File: src/rtl/ssd_bcd_display_driver.sv
// ---------------------------------------------------------------------------
// ssd_bcd_display_driver
//
// Shows a 13-bit unsigned binary value in decimal on a 4-digit common-anode
// seven-segment display. The display stage sits directly after the
// processor's display-select mux.
//
// When the input value differs from the last captured value, an iterative
// double-dabble converter runs, one bit per clock. The result is copied into
// a display register only when the conversion completes. The digit in use is
// time-multiplexed by a free-running refresh counter. Leading zeros are
// blanked, but the ones digit is always shown.
//
// Parameters
//   REFRESH_BITS : width of the refresh counter (>= 3). The top two bits
//                  select the active digit, so each digit dwells for
//                  2^(REFRESH_BITS-2) cycles.
//
// Ports
//   clk     : single clock, all state updates on the rising edge
//   reset   : asynchronous, active-high reset
//   value   : unsigned binary value to display (0..8191)
//   anode   : active-low digit enables, bit 0 = rightmost (ones) digit;
//             registered
//   cathode : active-low segments ordered {g,f,e,d,c,b,a}; registered
//   busy    : high while a conversion is in progress (CONVERT or LOAD)
// ---------------------------------------------------------------------------
module ssd_bcd_display_driver #(
    parameter int REFRESH_BITS = 18
) (
    input  logic        clk,
    input  logic        reset,
    input  logic [12:0] value,
    output logic [3:0]  anode,
    output logic [6:0]  cathode,
    output logic        busy
);

    // -----------------------------------------------------------------------
    // Constants
    // -----------------------------------------------------------------------
    localparam int                      BIN_BITS     = 13;
    localparam int                      BCD_DIGITS   = 4;
    localparam int                      BCD_BITS     = 4 * BCD_DIGITS;
    localparam int                      SHIFT_BITS   = BCD_BITS + BIN_BITS;
    localparam logic [3:0]              LAST_ITER    = 4'(BIN_BITS - 1);
    localparam logic [REFRESH_BITS-1:0] REFRESH_ONE  = {{(REFRESH_BITS-1){1'b0}}, 1'b1};
    localparam logic [6:0]              SEG_BLANK    = 7'h7F;

    // -----------------------------------------------------------------------
    // FSM state
    // -----------------------------------------------------------------------
    typedef enum logic [1:0] {
        IDLE    = 2'd0,
        CONVERT = 2'd1,
        LOAD    = 2'd2
    } state_t;

    state_t state_reg, state_next;

    // -----------------------------------------------------------------------
    // Conversion datapath
    // -----------------------------------------------------------------------
    logic [SHIFT_BITS-1:0] shift_reg, shift_next;
    logic [SHIFT_BITS-1:0] shift_adj;
    logic [3:0]            iter_reg, iter_next;
    logic [BCD_BITS-1:0]   disp_bcd_reg, disp_bcd_next;
    logic [BIN_BITS-1:0]   last_value_reg, last_value_next;

    // -----------------------------------------------------------------------
    // Display multiplexing
    // -----------------------------------------------------------------------
    logic [REFRESH_BITS-1:0] refresh_reg;
    logic [1:0]              sel;
    logic [3:0]              nibble;
    logic [BCD_DIGITS-1:0]   blank;
    logic [3:0]              anode_reg, anode_next;
    logic [6:0]              cathode_reg, cathode_next;

    // -----------------------------------------------------------------------
    // Active-low seven-segment encoding of one BCD digit. Codes 10..15
    // should never reach this point; they are shown as an unlit digit
    // rather than as garbage.
    // -----------------------------------------------------------------------
    function automatic logic [6:0] seg_encode(input logic [3:0] digit);
        logic [6:0] seg;
        case (digit)
            4'd0:    seg = 7'h40;
            4'd1:    seg = 7'h79;
            4'd2:    seg = 7'h24;
            4'd3:    seg = 7'h30;
            4'd4:    seg = 7'h19;
            4'd5:    seg = 7'h12;
            4'd6:    seg = 7'h02;
            4'd7:    seg = 7'h78;
            4'd8:    seg = 7'h00;
            4'd9:    seg = 7'h10;
            default: seg = SEG_BLANK;
        endcase
        return seg;
    endfunction

    // -----------------------------------------------------------------------
    // Double-dabble correction. Each BCD nibble that is 5 or more gets +3
    // before the shift, so that the shift carries into the next decade
    // correctly. The binary part passes through untouched.
    // -----------------------------------------------------------------------
    assign shift_adj[BIN_BITS-1:0] = shift_reg[BIN_BITS-1:0];

    generate
        for (genvar gi = 0; gi < BCD_DIGITS; gi++) begin : g_dabble
            logic [3:0] nib;
            assign nib = shift_reg[BIN_BITS + 4*gi +: 4];
            assign shift_adj[BIN_BITS + 4*gi +: 4] = (nib >= 4'd5) ? (nib + 4'd3) : nib;
        end
    endgenerate

    // -----------------------------------------------------------------------
    // FSM state register
    // -----------------------------------------------------------------------
    always_ff @(posedge clk or posedge reset) begin
        if (reset) begin
            state_reg <= IDLE;
        end else begin
            state_reg <= state_next;
        end
    end

    // -----------------------------------------------------------------------
    // FSM next-state and datapath next values
    // -----------------------------------------------------------------------
    always_comb begin
        state_next      = state_reg;
        shift_next      = shift_reg;
        iter_next       = iter_reg;
        disp_bcd_next   = disp_bcd_reg;
        last_value_next = last_value_reg;

        case (state_reg)
            IDLE: begin
                // Only a changed value starts a conversion. Changes that
                // arrive mid-conversion are seen here once LOAD has finished.
                if (value != last_value_reg) begin
                    shift_next      = {{BCD_BITS{1'b0}}, value};
                    last_value_next = value;
                    iter_next       = 4'd0;
                    state_next      = CONVERT;
                end
            end

            CONVERT: begin
                shift_next = shift_adj << 1;
                iter_next  = iter_reg + 4'd1;
                if (iter_reg == LAST_ITER) begin
                    state_next = LOAD;
                end
            end

            LOAD: begin
                disp_bcd_next = shift_reg[SHIFT_BITS-1:BIN_BITS];
                state_next    = IDLE;
            end

            default: begin
                state_next = IDLE;
            end
        endcase
    end

    // -----------------------------------------------------------------------
    // Datapath registers
    // -----------------------------------------------------------------------
    always_ff @(posedge clk or posedge reset) begin
        if (reset) begin
            shift_reg      <= '0;
            iter_reg       <= 4'd0;
            disp_bcd_reg   <= '0;
            last_value_reg <= '0;
        end else begin
            shift_reg      <= shift_next;
            iter_reg       <= iter_next;
            disp_bcd_reg   <= disp_bcd_next;
            last_value_reg <= last_value_next;
        end
    end

    // -----------------------------------------------------------------------
    // Leading-zero blanking. Digit k is blank when it and every higher
    // digit are zero. The ones digit is always lit, so that 0 is shown as
    // a single "0".
    // -----------------------------------------------------------------------
    assign blank[0] = 1'b0;

    generate
        for (genvar gi = 1; gi < BCD_DIGITS; gi++) begin : g_blank
            assign blank[gi] = ~|disp_bcd_reg[BCD_BITS-1:4*gi];
        end
    endgenerate

    // -----------------------------------------------------------------------
    // Digit selection and segment lookup. These are registered one cycle
    // after the refresh counter, so the outputs lag sel by one clock.
    // -----------------------------------------------------------------------
    assign sel    = refresh_reg[REFRESH_BITS-1 -: 2];
    assign nibble = disp_bcd_reg[{sel, 2'b00} +: 4];

    always_comb begin
        anode_next   = ~(4'b0001 << sel);
        cathode_next = blank[sel] ? SEG_BLANK : seg_encode(nibble);
    end

    // -----------------------------------------------------------------------
    // Free-running refresh counter and registered outputs. The counter wraps
    // naturally and never stalls, even during a conversion.
    // -----------------------------------------------------------------------
    always_ff @(posedge clk or posedge reset) begin
        if (reset) begin
            refresh_reg <= '0;
            anode_reg   <= 4'b1111;
            cathode_reg <= SEG_BLANK;
        end else begin
            refresh_reg <= refresh_reg + REFRESH_ONE;
            anode_reg   <= anode_next;
            cathode_reg <= cathode_next;
        end
    end

    assign anode   = anode_reg;
    assign cathode = cathode_reg;
    assign busy    = (state_reg != IDLE);

endmodule

File: config.mk
export PLATFORM = sky130hd
export DESIGN_NAME = ssd_bcd_display_driver
export DESIGN_NICKNAME = d
export VERILOG_FILES = /design/src/rtl/ssd_bcd_display_driver.sv
export SDC_FILE = /design/constraint.sdc
export NUM_CORES = 1
export LEC_CHECK = 0
export BUFFER_PORTS_ARGS = -buffer_cell sky130_fd_sc_hd__buf_2
export CORE_UTILIZATION = 63
export DETAILED_ROUTE_END_ITERATION = 7
export PLACE_DENSITY = 0.82
export SYNTH_ARGS = -nofsm -noshare
export SYNTH_HDL_FRONTEND = slang
export SYNTH_SLANG_ARGS = --single-unit
export TNS_END_PERCENT = 30
File: constraint.sdc
create_clock -name clk -period 7.4 [get_ports clk]
set_input_delay 0.37 -clock clk [delete_from_list [all_inputs] [get_ports clk]]
set_output_delay 0.37 -clock clk [all_outputs]
set_load 0.03 [all_outputs]
# Yosys cells after proc, flatten, opt, wreduce, memory -nomap -nowiden
# Memory sizes are Yosys's and may differ from the RTL's.
# Index checks and enable logic that the tools add are counted.
# totals
ff_bits	93
rom_bits	112
output_inout_bits	12
wordCells	55
mem_count	1
# op_classes
addsub	6
order_cmp	5
n_eq_ne	6
shifts	2
n_mux	14
n_bitwise	1
reduce_logical	12
# memory_table
name	words	width	rd	rd_clocked_by_memory_dff	wr	line_no	text
(name not given)	16	7	1	0	0	87	case (digit)
# op_table
operator	n
29-bit one-hot mux with 2 select lines	1
29-bit two-way mux	1
18-bit by 1-bit adder with 18-bit output (second input constant)	1
4-bit by 3-bit greater-or-equal comparator with 1-bit output (second input constant)	4
4-bit two-way mux	4
16-bit by 5-bit variable part select with 4-bit output	1
13-bit != test	1
4-bit by 2-bit adder with 4-bit output (second input constant)	3
12-bit OR reduction	1
4-bit one-hot mux with 2 select lines	1
8-bit OR reduction	1
7-bit two-way mux	1
2-bit AND reduction	3
4-bit by 1-bit adder with 4-bit output (second input constant)	1
4-bit equality test (second input constant)	1
2-bit two-way mux	2
2-bit != test (second input constant)	2
4-bit inverter	1
2-bit one-hot mux with 2 select lines	1
2-bit nonzero test	2
4-bit OR reduction	1
1-bit by 2-bit << shifter with 4-bit output (first input constant)	1
3-bit by 2-bit adder with 3-bit output (second input constant)	1
1-bit logical NOT	3
other kinds (7)	7

# Depth between registers and ports, before layout
# Gate-level depths: netlist of the first run.
# depth
word_depth	5
depth_mapped	7
depth_no_buf	7

# Worst setup path before layout of the first run
# No wires, ideal clock.
# synth_timing
path_type	reg2reg
from	reg last_value_reg[3]
to	reg shift_reg[1]
setup_ns	0.126
arrival_time_ns	1.680
t_required_ns	7.274
setup_slack_ns	5.594
stages_incl_launch_ff	8
n_path_buf	2
period_less_slack_ns	1.806
cell_sequence	dfrtp_1 xor2_1 nor4_1 nand4_1 and2_1 buf_6 buf_6 a221o_1
# synth_between
elab_chain_cells	3
# synth_lines
element	line_no	text
from (decl)	68	logic [BIN_BITS-1:0] last_value_reg, last_value_next;
from (signal assigned)	183	last_value_reg <= last_value_next;
13-bit != test	143	if (value != last_value_reg) begin
2-bit != test (no line)	-	
2-bit AND reduction (no line)	-	
to (signal assigned)	180	shift_reg <= shift_next;
to (decl)	64	logic [SHIFT_BITS-1:0] shift_reg, shift_next;
# No other way between the ends.
# A chain may end at the register's enable or synchronous reset.

# Final worst setup path of the first run
# layout_timing
from	reg last_value_reg[3]
to	reg shift_reg[2]
# The elaborated chain is that of the path after synthesis.

==> results of run 1 <==
-- cell usage after synthesis (all sizes together) (3+ instances only) --
| cell type | number |
|---|---|
| dfrtp | 82 |
| nand2 | 35 |
| a22o | 30 |
| o21ai | 26 |
| mux2 | 23 |
| xor2 | 19 |
| ha | 16 |
| inv | 16 |
| nor2 | 16 |
| xnor2 | 16 |
| clkbuf | 12 |
| dfstp | 11 |
| a211o | 10 |
| nor3b | 10 |
| nand2b | 9 |
| nand3 | 9 |
| buf | 7 |
| a21oi | 6 |
| mux2i | 6 |
| nand4 | 4 |
| nor4 | 4 |
| and3 | 3 |
| and4 | 3 |
| mux4 | 3 |
-- how the worst min path moves through the flow --
stage                                    from                        end  depth (start not counted)
floorplan           refresh_reg[15]$_DFF_PP0_  refresh_reg[15]$_DFF_PP0_                          1
global placement     refresh_reg[5]$_DFF_PP0_   refresh_reg[5]$_DFF_PP0_                          1
detailed placement  refresh_reg[15]$_DFF_PP0_  refresh_reg[15]$_DFF_PP0_                          1
CTS                                 value[10]  shift_reg[10]$_DFFE_PP0P_                          2
global route                        value[12]  shift_reg[12]$_DFFE_PP0P_                          2
finish                              value[10]  shift_reg[10]$_DFFE_PP0P_                          2
-- cell families (layout without fill, tap and decap cells) --
family | after synthesis | after routing | synth area share [%]
and+or+nand+nor | 101 | 101 | 11.5
adders and majority gates | 16 | 16 | 4.48
buffers and inverters | 35 | 61 | 3.42
AOI/OAI and AO/OA | 79 | 79 | 12.8
DFF | 93 | 93 | 52.4
xor gates and xnor gates | 35 | 35 | 6.86
muxes | 32 | 32 | 8.65
-- power by group through the flow --
stage	Combinational [mW]	Sequential, mW	Clock [mW]
final	0.578	0.789	0.317
after global routing	0.655	0.809	0.344
after CTS	0.582	0.788	0.324
after detailed placement	0.577	0.797	0
after global placement	0.556	0.787	0
after floorplan	0.493	0.758	0
-- metal layers --
metal,vias to the layer above,GRT usage (%)
met5,-,0
met4,0,9.70
li1,1421,-
met1,1433,30.5
met3,10,3.43
met2,41,36.1
-- layout make-up --
class                   instances  area, um^2
repair buffers                 29         153
well taps                      96         120
multi-input cells             263        1980
clock inverters                 2        15.0
inverters                      16        61.3
clock buffers                  14         174
flip-flops and latches         93        2340
fillers                       499        1990
==> run metrics, run 1 <==
result of the run=finished, final reports clean; Worst Max-Slew Pin Slew=1120 ps; Post-route DRC=0; pin count of the biggest net entering global routing=94; synthesized netlist net count=422; post-layout min period=2570 ps; Slowest cell on crit path=and2_1; launch point of the worst reg-to-reg path=last_value_reg[3]$_DFFE_PP0P_; clock sink total=93; synth unique cells=35; proportion of total power due to net switching=34.5%; commonest cells after routing, fill and taps aside=dfrtp_1 (82), nand2_1 (35), a22o_1 (30), o21ai_0 (26), buf_2 (26); Levels on crit path=5; cells taking the most area after synthesis=dfrtp_1 (46%), dfstp_2 (6.5%), a22o_1 (5.9%); number of detailed-routing iterations run before antenna repair=4; starting DRC count in detailed routing=144; required time reported for the critical path endpoint=7640 ps; FF-to-FF setup slack=4830 ps; period utilisation layout=34.7%; Cell Area, Placed=4650 um^2; Highest Signal Layer=met4; power share of the combinational group=34.3%; Pins Over Slew Limit=0; Chip Height=86.2 um; drt wl/cell=14.7 um; antenna violations before repair=0; f_max=0.389 GHz; unrepaired setup endpoints after global routing=false; net switching power=0.581 mW; number of enable-type register cells in the synthesized netlist=0; number of nets in the finished design=443; vias=2905; CP cell instances=xor2_1, nor4_1, nand4_1, and2_1, a221o_1; buffer cell driving the clock tree root=clkbuf_8; Post-Route WL=7540 um; Via-to-Cell Ratio=5.66; category of the critical setup timing path=flop to flop; estimated wirelength of the detail-placed design=5080 um; maximum root-to-sink buffer count=2; site row count=30; clock transition at the register clock pins on the worst setup and hold paths after CTS=80 ps; number of port buffers=26; CTS tree=built; yosys warns=0; Final Hold Slack=268 ps; count of final setup violators=0; clock group share of total power=18.8%; Leakage Power=2.30 nW; placed cell count=497; standard cell core area=6830 um^2; crit start category=flop; wire length on met1=3600 um; Fin. Hold Viols=0; routability-driven placement congestion ratio=0.801; Top Ports=27; peak supply drop=0.192 mV; overflow left after global routing=0; Crit Path Max Fanout=24; summed negative setup slack over all endpoints=0 ps; Internal Power=1.10 mW; Final Instance Area=4840 um^2; critical path endpoint=shift_reg[2]$_DFFE_PP0P_; maxcap violations=0; max reg flops=29; Final Power=1.68 mW; total CTS buffers=9; Critical Path End Type=flop; leading register cell type out of synthesis=dfrtp_1; global router's overall resource usage=22.4%; final worst setup slack=4830 ps; post-synthesis instance total=391; effective utilization at floorplan=65.4%; met3 wire len=192 um; proportion of synthesized chip area in sequential cells=52.4%; synth-to-layout area growth=8.29%; top cell type by total area after synthesis=dfrtp_1; share of cells above drive strength 1=19.4%; share of the synthesized area in the top cell type=45.9%; synthesized cell area=4470 um^2; clock network latency to the later pin of the worst-skew pair=350 ps; detailed route wirelength on metal2=3660 um; count of inserted antenna diode cells=0; number of cells traversed by the worst register-to-register path=5; via count of the first global-routing pass=2814; Die ar.=7430 um^2; synthesized area per cell=11.4 um^2; Slew Limit Headroom=25.5%; arrival time reported for the critical path endpoint=2800 ps; number of buffers added to fix hold violations after cts=0; proportion of power drawn by flip-flops and latches=46.9%; maximum cell stage delay along the critical path=640 ps; endpoint of the most critical register-to-register path=shift_reg[2]$_DFFE_PP0P_; async set or reset register ratio after synthesis=100%; post-synthesis sequential element count=93; number of cells upsized or downsized after cts=0; number of standard cells in the layout, taps in and fillers out=513; Post-DRT Antenna Nets=0; worst hold-check path type=primary input to flop; post-CTS setup repair buffer count=0; width of the die=86.2 um; largest delay contributor family on the critical path=simple AND/OR/NAND/NOR gates; Power per Cell Area=348 nW/um^2; CP Buf/Inv Count=0; Layout Utilization=70.8%; most frequent standard cell in the layout excluding fill and tap cells=dfrtp_1; setup slack at placement=4750 ps; launch point of the worst path=last_value_reg[3]$_DFFE_PP0P_; first-pass GRT wire length=12900 um; maximum clock skew at final layout=7.39 ps; H-tree depth=3
(Power assumes the default switching activity.)
==> inputs of run 2 (changes only) <==
- CORE_UTILIZATION: 63 -> 60
- PLACE_DENSITY: 0.82 -> 0.79
- clock period: 7.4 -> 2.6 ns (I/O delays scaled with it)
==> run metrics, run 2 (synthesized netlist as in run 1, its figures left out) <==
Leakage Power=2.37 nW (+3.0%); first-pass GRT wire length=13000 um (+1.3%); site row count=31 (+3.3%); share of cells above drive strength 1=21.8% (+2.4 points); category of the critical setup timing path=flop to flop; synth-to-layout area growth=11.0%; CTS tree=built; Post-Route WL=7920 um (+5.1%); Fin. Hold Viols=0 (unchanged); period utilisation layout=77.0% (+42 points); result of the run=finished, final reports clean; summed negative setup slack over all endpoints=0 ps (unchanged); global router's overall resource usage=22.0% (-0.41 points); Top Ports=27 (unchanged); number of port buffers=26 (unchanged); CP Buf/Inv Count=2 (+2); most frequent cell on the critical path=inv_1; Crit Path Max Fanout=12 (-50%); number of detailed-routing iterations run before antenna repair=4 (unchanged); starting DRC count in detailed routing=175 (+22%); Final Hold Slack=32.6 ps (-235 ps); Chip Height=88.3 um (+2.4%); Post-route DRC=0 (unchanged); count of final setup violators=0 (unchanged); arrival time reported for the critical path endpoint=2280 ps (-520 ps); Slowest cell on crit path=dfrtp_1; buffer cell driving the clock tree root=clkbuf_8; effective utilization at floorplan=61.9% (-3.5 points); pin count of the biggest net entering global routing=47 (-50%); worst hold-check path type=primary input to flop; Slew Limit Headroom=50.7% (+25 points); antenna violations before repair=0 (unchanged); max reg flops=29 (unchanged); unrepaired setup endpoints after global routing=false; number of cells upsized or downsized after cts=0 (unchanged); Final Power=5.03 mW (+200%); vias=2963 (+2.0%); maximum cell stage delay along the critical path=640 ps (about the same); largest delay contributor family on the critical path=multiplexers; routability-driven placement congestion ratio=0.797 (-0.54%); Power per Cell Area=1010 nW/um^2 (+190%); Post-DRT Antenna Nets=0 (unchanged); clock transition at the register clock pins on the worst setup and hold paths after CTS=90 ps (about the same); Die ar.=7800 um^2 (+4.9%); via count of the first global-routing pass=2806 (-0.28%); post-layout min period=2000 ps (-566 ps); f_max=0.500 GHz (+28%); Cell Area, Placed=4720 um^2 (+1.5%); most frequent standard cell in the layout excluding fill and tap cells=dfrtp_1; clock network latency to the later pin of the worst-skew pair=350 ps (about the same); Critical Path End Type=flop; total CTS buffers=9 (unchanged); required time reported for the critical path endpoint=2880 ps (-4760 ps); overflow left after global routing=0 (unchanged); drt wl/cell=15.1 um (+2.5%); peak supply drop=0.624 mV (+220%); commonest cells after routing, fill and taps aside=dfrtp_1 (82), nand2_1 (35), a22o_1 (30), o21ai_0 (26), buf_2 (26); number of nets in the finished design=453 (+2.3%); maxcap violations=0 (unchanged); estimated wirelength of the detail-placed design=5550 um (+9.3%); Via-to-Cell Ratio=5.63 (-0.52%); clock sink total=93 (unchanged); Worst Max-Slew Pin Slew=738 ps (-379 ps); crit start category=flop; Final Instance Area=4960 um^2 (+2.5%); standard cell core area=7210 um^2 (+5.6%); H-tree depth=3 (unchanged); Pins Over Slew Limit=0 (unchanged); count of inserted antenna diode cells=0 (unchanged); maximum root-to-sink buffer count=2 (unchanged); CP cell instances=mux4_2, inv_1, ha_1, inv_1, mux2i_1, o21ai_0; maximum clock skew at final layout=7.57 ps (+0.172 ps); width of the die=88.3 um (+2.4%)
## run 2: cell count changes in the layout (fill, tap and decap cells not counted), sizes merged
cell,previous run,this run
buf,29,38
clkbuf,14,10
bufinv,0,2
inv,15,17
dlygate4sd3,0,1
## run 2: metal layers
layer / GRT usage, % / up-vias / wire length (um)
li1: - / 1433 / -
met1: 28.8 / 1484 / 3690
met2: 37.3 / 38 / 3940
met3: 4.57 / 8 / 202
met4: 6.01 / 0 / 90
met5: 0 / - / 0
## run 2: worst paths after layout
check | start | to | slack (ps) | depth (start not counted)
hold reg to reg | refresh_reg[5]$_DFF_PP0_ | refresh_reg[5]$_DFF_PP0_ | 470 | 1
min in group asynchronous | reset | refresh_reg[4]$_DFF_PP0_ | 430 | 3
max in group asynchronous | reset | shift_reg[6]$_DFFE_PP0P_ | 1330 | 4
hold / removal | value[4] | shift_reg[4]$_DFFE_PP0P_ | 30 | 2
setup reg to reg | refresh_reg[16]$_DFF_PP0_ | cathode[3]$_DFF_PP1_ | 600 | 6
setup / recovery | refresh_reg[16]$_DFF_PP0_ | cathode[3]$_DFF_PP1_ | 600 | 6
## run 2: final cells by class
| class | instances | area [um^2] |
|---|---|---|
| clock buffer | 10 | 138 |
| timing repair buffer | 39 | 230 |
| sequential | 93 | 2340 |
| tap | 99 | 124 |
| clock inverter | 6 | 92.6 |
| fill | 556 | 2250 |
| inverter | 16 | 61.3 |
| multi-input combinational | 263 | 1980 |
## run 2: stage by stage
stage               util [%]  worst slack [ps]  cells
finish                  68.8               599    526
global route            68.8               426    526
CTS                     68.8               577    526
detailed placement      65.5               604    509
global placement        65.5               681    509
floorplan                  -              67.9    391
## run 2: what timing repair did
action | in CTS | in global routing
hold buffers | 1 | 0
endpoints found under the setup margin | 0 | 0
hold endpoints to repair | 33 | 0
buffers inserted | 0 | 0
## run 2: report_power, final
group | total, mW | leakage, nW | internal, mW | switching, mW
Combinational | 1.72 | 1.09 | 0.883 | 0.840
Sequential | 2.22 | 1.18 | 1.86 | 0.363
Clock | 1.09 | 0.110 | 0.575 | 0.512
==> inputs of run 3 (changes only) <==
- clock period: 2.6 -> 2 ns (I/O delays scaled with it)
==> run metrics, run 3 (synthesized netlist as in run 1, its figures left out) <==
result of the run=finished, final reports clean; effective utilization at floorplan=61.9% (unchanged); Post-Route WL=7990 um (+0.88%); met3 layer usage reported by global route=4.01% (-0.56 points); endpoint of the most critical register-to-register path=cathode[3]$_DFF_PP1_; Via-to-Cell Ratio=5.65 (+0.31%); count of final setup violators=0 (unchanged); Pins Over Slew Limit=0 (unchanged); Die ar.=7800 um^2 (unchanged); number of cells traversed by the worst register-to-register path=6 (unchanged); Hold Path Depth=2 (unchanged); setup slack at placement=132 ps (-472 ps); Slew Limit Headroom=56.3% (+5.6 points); Fin. Hold Viols=0 (unchanged); CTS tree=built; total CTS buffers=9 (unchanged); H-tree depth=3 (unchanged); unrepaired setup endpoints after global routing=false; Chip Height=88.3 um (unchanged); Final Power=6.39 mW (+27%); Power per Cell Area=1260 nW/um^2 (+24%); maximum root-to-sink buffer count=2 (unchanged); Critical Path End Type=flop; first-pass GRT wire length=13700 um (+5.4%); required time reported for the critical path endpoint=2300 ps (-580 ps); Post-DRT Antenna Nets=0 (unchanged); clock sink total=93 (unchanged); most frequent standard cell in the layout excluding fill and tap cells=dfrtp_1; most utilized layer in the global route result=met2; Post-route DRC=0 (unchanged); vias=3040 (+2.6%); commonest cells after routing, fill and taps aside=dfrtp_1 (82), nand2_1 (35), a22o_1 (30), o21ai_0 (26), buf_2 (26); count of inserted antenna diode cells=0 (unchanged); via count of the first global-routing pass=3010 (+7.3%); starting DRC count in detailed routing=110 (-37%); peak supply drop=0.727 mV (+17%); routability-driven placement congestion ratio=0.779 (-2.2%); met2 layer usage reported by global route=38.3% (+0.98 points); max reg flops=29 (unchanged); site row count=31 (unchanged); Worst Max-Slew Pin Slew=654 ps (-84.3 ps); maxcap violations=0 (unchanged); f_max=0.521 GHz; standard cell core area=7210 um^2 (unchanged); Cell Area, Placed=4770 um^2 (+1.1%); arrival time reported for the critical path endpoint=2220 ps (-60 ps); maximum clock skew at final layout=9.41 ps (+1.85 ps); pin count of the biggest net entering global routing=38 (-19%); number of detailed-routing iterations run before antenna repair=4 (unchanged); width of the die=88.3 um (unchanged); antenna violations before repair=0 (unchanged); clock network latency to the later pin of the worst-skew pair=360 ps (about the same); met1 layer usage reported by global route=29.8% (+0.95 points); estimated wirelength of the detail-placed design=5540 um (-0.20%); launch point of the worst reg-to-reg path=refresh_reg[16]$_DFF_PP0_; HP Start=value[5]; post-layout min period=1920 ps; Crit Path Max Fanout=17 (+5); period utilisation layout=95.9%; Top Ports=27 (unchanged); global router's overall resource usage=23.1% (+1.1 points); Worst Hold End=shift_reg[5]$_DFFE_PP0P_; overflow left after global routing=0 (unchanged); final worst setup slack=81.2 ps (-517 ps); buffer cell driving the clock tree root=clkbuf_8; drt wl/cell=14.9 um (-1.4%); summed negative setup slack over all endpoints=0 ps (unchanged); share of cells above drive strength 1=22.1% (+0.32 points); FF-to-FF setup slack=90 ps (-510 ps); crit start category=primary input; Final Instance Area=5080 um^2 (+2.3%); category of the critical setup timing path=primary input to flop; synth-to-layout area growth=13.6%; clock transition at the register clock pins on the worst setup and hold paths after CTS=80 ps (about the same); worst hold-check path type=primary input to flop; number of port buffers=26 (unchanged); Leakage Power=2.41 nW (+1.8%); number of nets in the finished design=465 (+2.6%)
-- run 3: cell count changes in the layout (fill, tap and decap cells not counted), moves of 2 or more --
cell and change:
clkinvlp_4 +2, buf_12 +2, dlygate4sd3_1 +9, bufinv_16 -2
-- run 3: how the worst max path moves through the flow --
stage,to,startpoint
6_report,shift_reg[14]$_DFFE_PP0P_,value[12]
5_1_grt,shift_reg[18]$_DFFE_PP0P_,last_value_reg[0]$_DFFE_PP0P_
4_1_cts,shift_reg[24]$_DFFE_PP0P_,value[12]
3_5_place_dp,cathode[3]$_DFF_PP1_,refresh_reg[16]$_DFF_PP0_
3_3_place_gp,shift_reg[10]$_DFFE_PP0P_,last_value_reg[1]$_DFFE_PP0P_
2_1_floorplan,shift_reg[1]$_DFFE_PP0P_,last_value_reg[3]$_DFFE_PP0P_
-- run 3: routing by layer --
layer / vias up / share of wire (%)
met5: - / 0
met4: 0 / 1.5
met3: 11 / 2.5
met2: 47 / 49
met1: 1523 / 47
li1: 1459 / -
-- run 3: power breakdown --
| group | switching, mW | internal (mW) | leakage (nW) |
|---|---|---|---|
| Combinational | 1.13 | 1.18 | 1.14 |
| Clock | 0.658 | 0.567 | 0.0933 |
| Sequential | 0.436 | 2.41 | 1.18 |
-- run 3: what timing repair did --
item                       in CTS  in global routing
gates resized for setup         0                  1
buffers inserted                0                  0
setup endpoints to repair       0                  1
hold buffers                   10                  0
hold endpoints to repair       28                  0
-- run 3: per-stage QoR --
step,util (%),instances,hold slack (ps)
global placement,66.1,512,222
CTS,70.3,538,6.78
finish,70.4,538,17.5
floorplan,-,391,224
detailed placement,66.1,512,229
global route,70.4,538,11.5
-- run 3: cell type report --
class | count | area, um^2
clock buffers | 11 | 163
clock inverters | 5 | 40.0
fillers | 515 | 2140
inverters | 16 | 63.8
multi-input cells | 263 | 1980
flip-flops and latches | 93 | 2340
well taps | 99 | 124
repair buffers | 51 | 368
-- run 3: worst max-delay path, stage by stage --
cell,delay (ps)
dlygate4sd3_1,530
buf_2,150
xor2_1,170
nor4_1,280
nand4_1,170
buf_4,210
o21bai_1,170
buf_4,260
a22o_1,180
